<file path="src/rtl/systolic_pe_mac.sv">
// Systolic MAC processing element: per-sample sequential signed multiply, TAPS-deep
// accumulation seeded by the upstream partial sum, one saturated word per frame.
module systolic_pe_mac #(
  parameter int WORDLENGTH = 16,
  parameter int TAPS       = 8,
  parameter int FRAC       = 15
) (
  input  logic                  clk30x,
  input  logic                  reset,
  input  logic                  in_valid,
  output logic                  in_ready,
  input  logic [WORDLENGTH-1:0] inputword,
  input  logic [WORDLENGTH-1:0] sum_in,
  input  logic                  coef_we,
  input  logic [5:0]            coef_addr,
  input  logic [WORDLENGTH-1:0] coef_data,
  output logic [WORDLENGTH-1:0] out_word,
  output logic                  out_valid,
  output logic                  out_sat,
  output logic [5:0]            tap_idx
);
  localparam int W  = WORDLENGTH;
  localparam int PW = 2 * W;
  localparam int AW = 2 * W + 6;
  localparam int CW = $clog2(W + 1);
  localparam int TI = $clog2(TAPS);

  typedef enum logic [1:0] {IDLE, MULT, ACC} state_t;

  state_t              state;
  logic [W-1:0]        coef [TAPS];
  logic [PW-1:0]       mcand, prod;
  logic [W-1:0]        mplier;
  logic                neg;
  logic [CW-1:0]       cnt;
  logic [W-1:0]        sum_lat;
  logic [AW-1:0]       acc;

  logic signed [PW-1:0] prod_s, p;
  logic [AW-1:0]        acc_nx;
  logic                 pos_ovf, neg_ovf;
  logic [W-1:0]         sat_word;

  // Magnitudes are W-bit unsigned, so -2^(W-1) maps cleanly to 2^(W-1).
  function automatic logic [W-1:0] mag(input logic [W-1:0] x);
    return x[W-1] ? (~x + 1'b1) : x;
  endfunction

  assign in_ready = (state == IDLE) && !reset;

  always_comb begin
    prod_s   = neg ? -$signed(prod) : $signed(prod);
    p        = prod_s >>> FRAC;
    acc_nx   = ((tap_idx == '0) ? {{(AW-W){sum_lat[W-1]}}, sum_lat} : acc)
             + {{(AW-PW){p[PW-1]}}, p};
    pos_ovf  = !acc_nx[AW-1] && (|acc_nx[AW-2:W-1]);
    neg_ovf  = acc_nx[AW-1] && !(&acc_nx[AW-2:W-1]);
    sat_word = acc_nx[W-1:0];
    if (pos_ovf) sat_word = {1'b0, {(W-1){1'b1}}};
    if (neg_ovf) sat_word = {1'b1, {(W-1){1'b0}}};
  end

  always_ff @(posedge clk30x) begin
    if (reset) begin
      state     <= IDLE;
      tap_idx   <= '0;
      acc       <= '0;
      out_word  <= '0;
      out_valid <= 1'b0;
      out_sat   <= 1'b0;
      mcand     <= '0;
      prod      <= '0;
      mplier    <= '0;
      neg       <= 1'b0;
      cnt       <= '0;
      sum_lat   <= '0;
      for (int i = 0; i < TAPS; i++) coef[i] <= '0;
    end else begin
      out_valid <= 1'b0;
      // The accept below reads the pre-write coefficient on a same-cycle race.
      if (coef_we && ({1'b0, coef_addr} < 7'(TAPS)))
        coef[coef_addr[TI-1:0]] <= coef_data;
      case (state)
        IDLE: if (in_valid) begin
          mcand  <= {{W{1'b0}}, mag(inputword)};
          mplier <= mag(coef[tap_idx[TI-1:0]]);
          neg    <= inputword[W-1] ^ coef[tap_idx[TI-1:0]][W-1];
          prod   <= '0;
          cnt    <= '0;
          if (tap_idx == '0) sum_lat <= sum_in;
          state  <= MULT;
        end
        MULT: begin
          if (mplier[0]) prod <= prod + mcand;
          mcand  <= mcand << 1;
          mplier <= mplier >> 1;
          cnt    <= cnt + 1'b1;
          if (cnt == CW'(W - 1)) state <= ACC;
        end
        ACC: begin
          acc <= acc_nx;
          if (tap_idx == 6'(TAPS - 1)) begin
            out_word  <= sat_word;
            out_sat   <= pos_ovf || neg_ovf;
            out_valid <= 1'b1;
            tap_idx   <= '0;
          end else begin
            tap_idx <= tap_idx + 1'b1;
          end
          state <= IDLE;
        end
        default: state <= IDLE;
      endcase
    end
  end
endmodule

</file>
<file path="config.mk">
export PLATFORM = sky130hd
export DESIGN_NAME = systolic_pe_mac
export DESIGN_NICKNAME = d
export VERILOG_FILES = /design/src/rtl/systolic_pe_mac.sv
export SDC_FILE = /design/constraint.sdc
export NUM_CORES = 1
export LEC_CHECK = 0
export ABC_AREA = 1
export BUFFER_PORTS_ARGS = -buffer_cell sky130_fd_sc_hd__buf_2
export CORE_ASPECT_RATIO = 0.5
export CORE_MARGIN = 2
export CORE_UTILIZATION = 51
export DETAILED_ROUTE_END_ITERATION = 8
export PLACE_DENSITY = 0.8
export SYNTH_ARGS = -nofsm -noshare
export SYNTH_HDL_FRONTEND = slang
export SYNTH_SLANG_ARGS = --single-unit
</file>
<file path="constraint.sdc">
create_clock -name clk30x -period 7.1 [get_ports clk30x]
set_clock_uncertainty 0.15 [all_clocks]
set_input_delay 0.71 -clock clk30x [delete_from_list [all_inputs] [get_ports clk30x]]
set_output_delay 0.71 -clock clk30x [all_outputs]
set_load 0.01 [all_outputs]
</file>
==> results of run 1 <==
==> worst min-delay path: cells and delay by family <==
| kind | cells | cell delay, ns |
|---|---|---|
| buffers and inverters | 1 | 0.07 |
| AND/OR/NAND/NOR | 2 | 0.11 |
==> worst min-delay path by stage <==
stage / slack, ns / endpoint / startpoint / cells after the start
2_1_floorplan: 0.27 / sum_lat[1]$_SDFFE_PP0P_ / sum_lat[1]$_SDFFE_PP0P_ / 2
3_3_place_gp: 0.29 / out_word[12]$_SDFFE_PP0P_ / out_word[12]$_SDFFE_PP0P_ / 2
3_5_place_dp: 0.29 / out_word[1]$_SDFFE_PP0P_ / out_word[1]$_SDFFE_PP0P_ / 2
4_1_cts: 0.20 / sum_lat[12]$_SDFFE_PP0P_ / sum_in[12] / 3
5_1_grt: 0.20 / sum_lat[12]$_SDFFE_PP0P_ / sum_in[12] / 3
6_report: 0.22 / sum_lat[12]$_SDFFE_PP0P_ / sum_in[12] / 3
==> final cells by class <==
| class | instances | area (um^2) | area share (%) |
|---|---|---|---|
| flip-flops and latches | 297 | 7230 | 36.2 |
| well taps | 475 | 594 | 2.98 |
| clock inverters | 11 | 146 | 0.733 |
| multi-input cells | 1889 | 9290 | 46.5 |
| repair buffers | 96 | 518 | 2.59 |
| inverters | 375 | 1410 | 7.05 |
| clock buffers | 41 | 790 | 3.95 |
==> kinds of logic (layout without fill, tap and decap cells) <==
kind of cell    count (synthesis)  count (layout)  synth area share [%]
fa+ha+maj                      76              76                  5.28
simple gates                 1273            1273                  28.1
xor+xnor                       38              38                  1.82
flops                         297             297                  39.5
compound gates                501             501                  15.5
mux                             1               1                0.0547
buf+inv                       463             523                  9.77
==> power by group through the flow <==
stage	sequential [W]	combinational, W	clock, W
6_report	0.00187	0.000463	0.00155
3_3_place_gp	0.00191	0.000451	0
5_1_grt	0.00188	0.000519	0.00164
3_5_place_dp	0.00191	0.000456	0
2_1_floorplan	0.00190	0.000333	0
4_1_cts	0.00187	0.000459	0.00156
==> state kept, by name (all words and copies together) (netlist names), named ones only <==
name,cells
acc,38
cnt,5
state,2
prod,32
neg,1
out_word,16
coef,128
mplier,16
mcand,32
out_valid,1
sum_lat,16
tap_idx,6
out_sat,1
==> per-layer routing <==
layer	part of all wire (%)	vias to the layer above
li1	-	8701
met1	45	7788
met2	46	559
met3	7.0	90
met4	2.2	0
met5	0	-
==> placed cells by master, fill, tap and decap left out, types with 3 or more instances in the layout <==
cell,netlist,final
sky130_fd_sc_hd__nand4_1,14,14
sky130_fd_sc_hd__ha_1,74,74
sky130_fd_sc_hd__clkbuf_16,0,28
sky130_fd_sc_hd__nand2_1,671,671
sky130_fd_sc_hd__nor3_1,22,22
sky130_fd_sc_hd__inv_1,369,369
sky130_fd_sc_hd__nand2_2,13,13
sky130_fd_sc_hd__a21boi_0,3,3
sky130_fd_sc_hd__edfxtp_1,128,128
sky130_fd_sc_hd__nor3_2,3,3
sky130_fd_sc_hd__a31oi_1,38,38
sky130_fd_sc_hd__nand3_1,111,111
sky130_fd_sc_hd__xnor2_1,14,14
sky130_fd_sc_hd__o22ai_1,15,15
sky130_fd_sc_hd__clkinv_1,3,4
sky130_fd_sc_hd__o32ai_1,14,14
sky130_fd_sc_hd__nor4_1,6,6
sky130_fd_sc_hd__o31ai_1,5,5
sky130_fd_sc_hd__xor2_1,24,24
sky130_fd_sc_hd__a21o_1,6,6
sky130_fd_sc_hd__nand3b_1,6,6
sky130_fd_sc_hd__a22oi_1,6,6
sky130_fd_sc_hd__o221ai_1,11,11
sky130_fd_sc_hd__nor2_1,399,396
sky130_fd_sc_hd__inv_2,3,3
sky130_fd_sc_hd__a21oi_1,151,151
sky130_fd_sc_hd__o211ai_1,24,24
sky130_fd_sc_hd__o21ai_0,210,210
sky130_fd_sc_hd__buf_2,10,81
sky130_fd_sc_hd__and2_1,4,4
sky130_fd_sc_hd__clkbuf_8,0,4
sky130_fd_sc_hd__dfxtp_1,169,168
sky130_fd_sc_hd__nor2_2,7,9
sky130_fd_sc_hd__o21a_1,7,7
sky130_fd_sc_hd__buf_4,1,15
sky130_fd_sc_hd__o21ai_1,4,4
sky130_fd_sc_hd__or2_2,11,11
sky130_fd_sc_hd__clkbuf_1,67,9
==> through the flow <==
| step | utilization (%) | area [um^2] | hold slack (ns) | setup WS [ns] | std cells |
|---|---|---|---|---|---|
| 2_1_floorplan | - | 18300 | 0.275 | 3.30 | 2649 |
| 3_3_place_gp | 54.6 | 19000 | 0.287 | 2.07 | 3132 |
| 3_5_place_dp | 54.6 | 19000 | 0.285 | 2.13 | 3132 |
| 4_1_cts | 57.2 | 20000 | 0.197 | 2.04 | 3184 |
| 5_1_grt | 57.2 | 20000 | 0.202 | 1.51 | 3184 |
| 6_report | 57.2 | 20000 | 0.221 | 1.94 | 3184 |
==> impl_metrics.csv, run 1 <==
group,metric,value,unit
die,die-area,0.0375,mm^2
global_routing,gr-usage-met2,43.9,%
yosys,synth_sequential_area_ratio,39.5,%
critical_path,crit_path_end,"out_word[14]$_SDFFE_PP0P_",
cts,postCtsResizedCells,0,
yosys,yosys.cell_count.top_type,"sky130_fd_sc_hd__nand2_1",
placed_design,place.gp.congestion,0.994,
pwr,leakage,9.46,nW
global_routing,antenna_found_initial,0,
cells_and_area,syn2layout_area_growth,9.19,%
critical_path,ff2ff_setup_slack,1.94,ns
pwr,vdd_drop_max,0.182,mV
timing,worst_slew_margin_rel,20.5,%
pwr,power_per_cell_area,194,mW/mm^2
critical_path,crit_buf_inv,4,
cts,tritoncts.num_buffers,28,
yosys,ys_top_cells_by_count,"671 x sky130_fd_sc_hd__nand2_1, 399 x sky130_fd_sc_hd__nor2_1, 369 x sky130_fd_sc_hd__inv_1",
global_routing,first_global_vias,15600,
cts,post_cts_hold_buffer_count,0,
routing,post_detailed_routing_wire_length,48.9,mm
critical_path,crit_path_max_fanout,22,
yosys,yosys_warnings,0,
cts,cts.sink_count,297,
status,outcome,"finished, final reports clean",
cts,clock-root-buffer,"sky130_fd_sc_hd__clkbuf_16",
cells_and_area,n_fill_cell,3277,
timing,maximum_clock_rate,194,MHz
timing,tightest_slew,1.19,ns
critical_path,setup.worst_path.class,"reg2reg",
placed_design,placement.io_buffers,82,
cts,clk-insertion-delay-late,0.59,ns
die,std_cell_rows,48,
timing,post-route-period-util,72.7,%
critical_path,crit_path_max_incr_delay,0.46,ns
global_routing,largest_net_degree_at_the_start_of_global_routing,91,
cts,tritoncts,"yes",
routing,routed_wire_length_per_instance,15.4,um
critical_path,worst_setup_path_start_kind,"flip-flop",
global_routing,grt_use_met1,35.0,%
job,max_cap_violations,0,
global_routing,global_route.usage.met3,3.19,%
critical_path,worst_setup_path_end_kind,"flip-flop",
yosys,yosys.area.top_type,"sky130_fd_sc_hd__edfxtp_1",
critical_path,cp.required,7.41,ns
die,die_w,272,um
critical_path,timing.rr.end,"out_word[14]$_SDFFE_PP0P_",
yosys,netlist_area,0.0183,mm^2
timing,slew_violations,0,
die,chipHeight,138,um
die,design.portCount,83,
pwr,power.switching_fraction,26.9,%
pwr,share_of_power_burned_in_registers,48.2,%
placed_design,detailedPlacementHpwl,34.5,mm
timing,tns,0,ns
yosys,synth_ff_type,"sky130_fd_sc_hd__dfxtp_1",
critical_path,setup.worst_path.start,"tap_idx[0]$_SDFFE_PP0P_",
cts,cts_max_level,1,
routing,drt_iter0_markers,1612,
cts,cts_max_path_buffers,3,
critical_path,cp_num_cells,25,
yosys,yosysTopAreaCellShare,21.0,%
global_routing,grt-busiest-layer,"met2",
global_routing,grt_total_ovfl,0,
global_routing,grt_pass1_wl,78.0,mm
critical_path,launch_point_of_the_worst_reg_to_reg_path,"tap_idx[0]$_SDFFE_PP0P_",
routing,dr.pass1.iters,5,
pwr,power.share.combinational,11.9,%
timing,period_needed,5.16,ns
routing,vias_per_cell,5.38,
worst_hold_path,hold_path.class,"in2reg",
timing,rsz0062_at_grt,"no",
yosys,synth_area_per_cell,6.91,um^2
critical_path,cp.arrival,5.47,ns
yosys,mappedNetlistNets,2783,
pwr,fin_total_pwr,0.00388,W
cells_and_area,drive_above_1_share,6.68,%
cells_and_area,finish.net_count,2821,
die,core,0.0349,mm^2
cts,clkTransAtPathRegs,0.07,ns
critical_path,slowest_stage,"sky130_fd_sc_hd__nand4_1",
yosys,synth_seq_cells,297,
routing,vias,17100,
global_routing,overall_global_routing_usage,25.7,%
yosys,yosysUniqueCellTypes,52,
timing,report.final.setup_viol,0,
critical_path,family_of_cells_with_the_greatest_summed_delay_on_the_critical_path,"simple AND/OR/NAND/NOR gates",
timing,final_hold_viol_count,0,
cells_and_area,antenna_diode_count,0,
pwr,clock_power_share,39.9,%
yosys,synthTopCellsByArea,"sky130_fd_sc_hd__edfxtp_1 21%, sky130_fd_sc_hd__dfxtp_1 18%, sky130_fd_sc_hd__nand2_1 14%",
routing,detail_route.drc_violations,0,
pwr,power_switching,0.00104,W
die,start_util,52.4,%
critical_path,timing.reg2reg.worst_path_depth,25,
routing,antenna_violating_nets_post_route,0,
critical_path,path_common_cell,"sky130_fd_sc_hd__nand2_1",
yosys,synth_async_reset_ratio,0,%
cts,post-cts-setup-buffer-count,0,
yosys,synth_enable_flop_cells,128,
yosys,netlist_instances,2649,
pwr,internal_power,0.00284,W
(Power assumes the default switching activity.)
==> inputs of run 2 (changes only) <==
--- a/config.mk
+++ b/config.mk
@@ -5,7 +5,7 @@
 export SDC_FILE = /design/constraint.sdc
 export NUM_CORES = 1
 export LEC_CHECK = 0
-export ABC_AREA = 1
+export ABC_AREA = 0
 export BUFFER_PORTS_ARGS = -buffer_cell sky130_fd_sc_hd__buf_2
 export CORE_ASPECT_RATIO = 0.5
 export CORE_MARGIN = 2
==> constraint.sdc (replaced) <==
create_clock -name clk30x -period 5 [get_ports clk30x]
set_clock_uncertainty 0.15 [all_clocks]
set_input_delay 0.5 -clock clk30x [delete_from_list [all_inputs] [get_ports clk30x]]
set_output_delay 0.5 -clock clk30x [all_outputs]
set_load 0.01 [all_outputs]
==> impl_metrics.csv, run 2 <==
group,metric,value,unit
cts,post_cts_hold_buffer_count,0,
global_routing,first_global_vias,13800,
placed_design,place.gp.congestion,0.972,
global_routing,grt_pass1_wl,71.3,mm
critical_path,worst_setup_path_end_kind,"flip-flop",
pwr,power_per_cell_area,262,mW/mm^2
timing,rsz0062_at_grt,"yes",
die,core,0.0329,mm^2
die,die_w,262,um
pwr,clock_power_share,40.1,%
pwr,power.share.combinational,12.2,%
global_routing,grt_use_met1,33.5,%
yosys,synthTopCellsByArea,"sky130_fd_sc_hd__edfxtp_1 23%, sky130_fd_sc_hd__dfxtp_1 20%, sky130_fd_sc_hd__ha_1 5.5%",
yosys,yosys_warnings,0,
pwr,leakage,8.59,nW
yosys,ys_top_cells_by_count,"195 x sky130_fd_sc_hd__nand2_1, 169 x sky130_fd_sc_hd__dfxtp_1, 158 x sky130_fd_sc_hd__a21oi_1",
critical_path,cp.arrival,5.59,ns
critical_path,worst_setup_path_start_kind,"flip-flop",
yosys,synth_area_per_cell,9.61,um^2
cells_and_area,max_reg_flops,128,
die,design.portCount,83,
cells_and_area,antenna_diode_count,0,
global_routing,largest_net_degree_at_the_start_of_global_routing,66,
timing,post-route-period-util,106,%
cts,clkTransAtPathRegs,0.07,ns
routing,detail_route.drc_violations,0,
timing,tns,-4.68,ns
critical_path,crit_path_max_fanout,8,
global_routing,grt_total_ovfl,0,
timing,worst_slack,-0.321,ns
cells_and_area,multi_input_comb_area,0.0101,mm^2
status,failing_checks,"setup timing",
routing,dr.pass1.iters,5,
cells_and_area,n_fill_cell,2516,
placed_design,postPlaceCellArea,0.0190,mm^2
yosys,synth_seq_cells,297,
cells_and_area,finish.net_count,2128,
pwr,vdd_drop_max,0.208,mV
placed_design,pre_cts_ws,-0.435,ns
cts,clk-insertion-delay-late,0.59,ns
status,outcome,"finished with violations",
yosys,synth_sequential_area_ratio,42.6,%
timing,report.final.setup_viol,16,
timing,tightest_slew,1.26,ns
cts,clock-root-buffer,"sky130_fd_sc_hd__clkbuf_16",
pwr,fin_total_pwr,0.00554,W
timing,maximum_clock_rate,188,MHz
die,start_util,51.6,%
yosys,yosys.area.top_type,"sky130_fd_sc_hd__edfxtp_1",
timing,worst_slew_margin_rel,15.6,%
worst_hold_path,hold_path.class,"in2reg",
critical_path,setup.worst_path.class,"reg2reg",
cts,tritoncts.num_buffers,28,
job,max_cap_violations,0,
yosys,synth_ff_type,"sky130_fd_sc_hd__dfxtp_1",
placed_design,detailedPlacementHpwl,30.1,mm
yosys,mappedNetlistNets,1898,
critical_path,cp.required,5.27,ns
timing,final_hold_viol_count,0,
pwr,internal_power,0.00412,W
cts,cts.sink_count,297,
cells_and_area,syn2layout_area_growth,24.8,%
routing,routed_wire_length_per_instance,18.4,um
routing,post_detailed_routing_wire_length,45.3,mm
yosys,netlist_instances,1764,
timing,slew_violations,0,
global_routing,grt-busiest-layer,"met2",
cells_and_area,seq_area,0.00723,mm^2
timing,period_needed,5.32,ns
routing,antenna_violating_nets_post_route,0,
yosys,yosysTopAreaCellShare,22.7,%
global_routing,global_route.usage.met3,3.62,%
yosys,netlist_area,0.0170,mm^2
pwr,share_of_power_burned_in_registers,47.8,%
pwr,power.switching_fraction,25.6,%
routing,vias,14400,
die,std_cell_rows,47,
yosys,yosysUniqueCellTypes,82,
cts,cts_max_path_buffers,3,
yosys,synth_async_reset_ratio,0,%
global_routing,gr-usage-met2,43.8,%
cts,cts_max_level,1,
cells_and_area,reg_top3,"coef: 128 flops, acc: 38 flops",
cells_and_area,design_area,0.0212,mm^2
die,chipHeight,133,um
die,die-area,0.0348,mm^2
routing,vias_per_cell,5.85,
cells_and_area,final_cells,2455,
placed_design,placement.io_buffers,82,
placed_design,placedCellCount,2376,
pwr,power_switching,0.00142,W
cells_and_area,mostFrequentLayoutCells,"190 x sky130_fd_sc_hd__buf_4, 184 x sky130_fd_sc_hd__nand2_1, 167 x sky130_fd_sc_hd__dfxtp_1, 141 x sky130_fd_sc_hd__a21oi_1, 139 x sky130_fd_sc_hd__and2_1",
routing,drt_iter0_markers,1118,
global_routing,antenna_found_initial,0,
cells_and_area,register_containing_the_most_flip_flops_in_the_final_layout,"coef",
cells_and_area,mostFrequentLayoutCell,"sky130_fd_sc_hd__buf_4",
global_routing,overall_global_routing_usage,25.4,%
yosys,synth_enable_flop_cells,128,
cts,tritoncts,"yes",
yosys,yosys.cell_count.top_type,"sky130_fd_sc_hd__nand2_1",
cells_and_area,drive_above_1_share,27.1,%
-- run 2: changes by cell type after synthesis, moves of 18 or more --
| cell | before | now |
|---|---|---|
| sky130_fd_sc_hd__a21o_1 | 6 | 53 |
| sky130_fd_sc_hd__a22oi_1 | 6 | 49 |
| sky130_fd_sc_hd__a31oi_1 | 38 | 13 |
| sky130_fd_sc_hd__and2_1 | 4 | 139 |
| sky130_fd_sc_hd__inv_1 | 369 | 30 |
| sky130_fd_sc_hd__mux2i_1 | 1 | 19 |
| sky130_fd_sc_hd__mux4_2 | 0 | 32 |
| sky130_fd_sc_hd__nand2_1 | 671 | 195 |
| sky130_fd_sc_hd__nand3_1 | 111 | 24 |
| sky130_fd_sc_hd__nor2_1 | 399 | 130 |
| sky130_fd_sc_hd__o21ai_0 | 210 | 53 |
| sky130_fd_sc_hd__xnor2_1 | 14 | 73 |
-- run 2: timing repair --
action / 4_1_cts / 5_1_grt
endpoints found under the setup margin: 19 / 19
pin swaps: 23 / 46
gates resized for setup: 61 / 106
setup buffers: 10 / 19
gates cloned: 1 / 1
-- run 2: cell families after synthesis --
group | after synthesis | share of synthesized area (%)
xor gates and xnor gates | 97 | 5.06
buffers and inverters | 127 | 3.01
DFF | 297 | 42.6
adders and majority gates | 76 | 5.70
AOI/OAI and AO/OA | 474 | 18.8
and+or+nand+nor | 625 | 18.3
muxes | 68 | 6.50
-- run 2: worst paths after layout --
kind         slack, ns  cells past startpoint                        end                     from
max              -0.32                     22  out_word[14]$_SDFFE_PP0P_     prod[3]$_SDFFE_PP0P_
min               0.02                      3   sum_lat[15]$_SDFFE_PP0P_               sum_in[15]
max reg2reg      -0.32                     22  out_word[14]$_SDFFE_PP0P_     prod[3]$_SDFFE_PP0P_
min reg2reg       0.30                      2    sum_lat[5]$_SDFFE_PP0P_  sum_lat[5]$_SDFFE_PP0P_
-- run 2: through the flow --
stage | hold slack [ns] | util, %
final | 0.0192 | 64.4
after global routing | 0.00112 | 64.4
after CTS | 0.00472 | 62.3
after detailed placement | 0.297 | 57.9
after global placement | 0.283 | 57.9
after floorplan | 0.275 | -
-- run 2: critical path, cell delays in order, from the launching register on --
cell and delay, ns:
sky130_fd_sc_hd__dfxtp_2 0.34, sky130_fd_sc_hd__nor4_4 0.30, sky130_fd_sc_hd__nand4_1 0.22, sky130_fd_sc_hd__nand4bb_4 0.27, sky130_fd_sc_hd__or3_4 0.35, sky130_fd_sc_hd__buf_6 0.13
sky130_fd_sc_hd__o31ai_4 0.25, sky130_fd_sc_hd__xnor2_4 0.25, sky130_fd_sc_hd__buf_4 0.20, sky130_fd_sc_hd__ha_4 0.21, sky130_fd_sc_hd__a21oi_2 0.20, sky130_fd_sc_hd__o21ai_0 0.15
sky130_fd_sc_hd__a21oi_1 0.25, sky130_fd_sc_hd__buf_4 0.19, sky130_fd_sc_hd__and3_1 0.16, sky130_fd_sc_hd__or3_1 0.18, sky130_fd_sc_hd__nor4b_4 0.21, sky130_fd_sc_hd__nand4b_1 0.20
sky130_fd_sc_hd__nor4_4 0.30, sky130_fd_sc_hd__a41oi_4 0.20, sky130_fd_sc_hd__buf_12 0.20, sky130_fd_sc_hd__o22ai_2 0.14, sky130_fd_sc_hd__a21oi_2 0.07
-- run 2: area by class of cell --
type	instances	share of cell area [%]
Multi-Input combinational cell	1340	47.8
Clock buffer	35	3.67
Sequential cell	297	34.2
Tap cell	441	2.61
Clock inverter	15	0.863
Timing Repair Buffer	295	10.3
Inverter	32	0.568
-- run 2: power by group through the flow --
stage               registers, W  logic (W)  clock network (W)
floorplan                0.00269   0.000372                  0
global placement         0.00270   0.000572                  0
detailed placement       0.00270   0.000580                  0
CTS                      0.00265   0.000610            0.00225
global route             0.00265   0.000728            0.00236
finish                   0.00265   0.000674            0.00222
-- run 2: per-layer routing --
metal / vias up / wire length (um)
met4: 0 / 1040
met2: 406 / 22500
met3: 77 / 2340
met5: - / 0
li1: 6901 / -
met1: 6984 / 19400
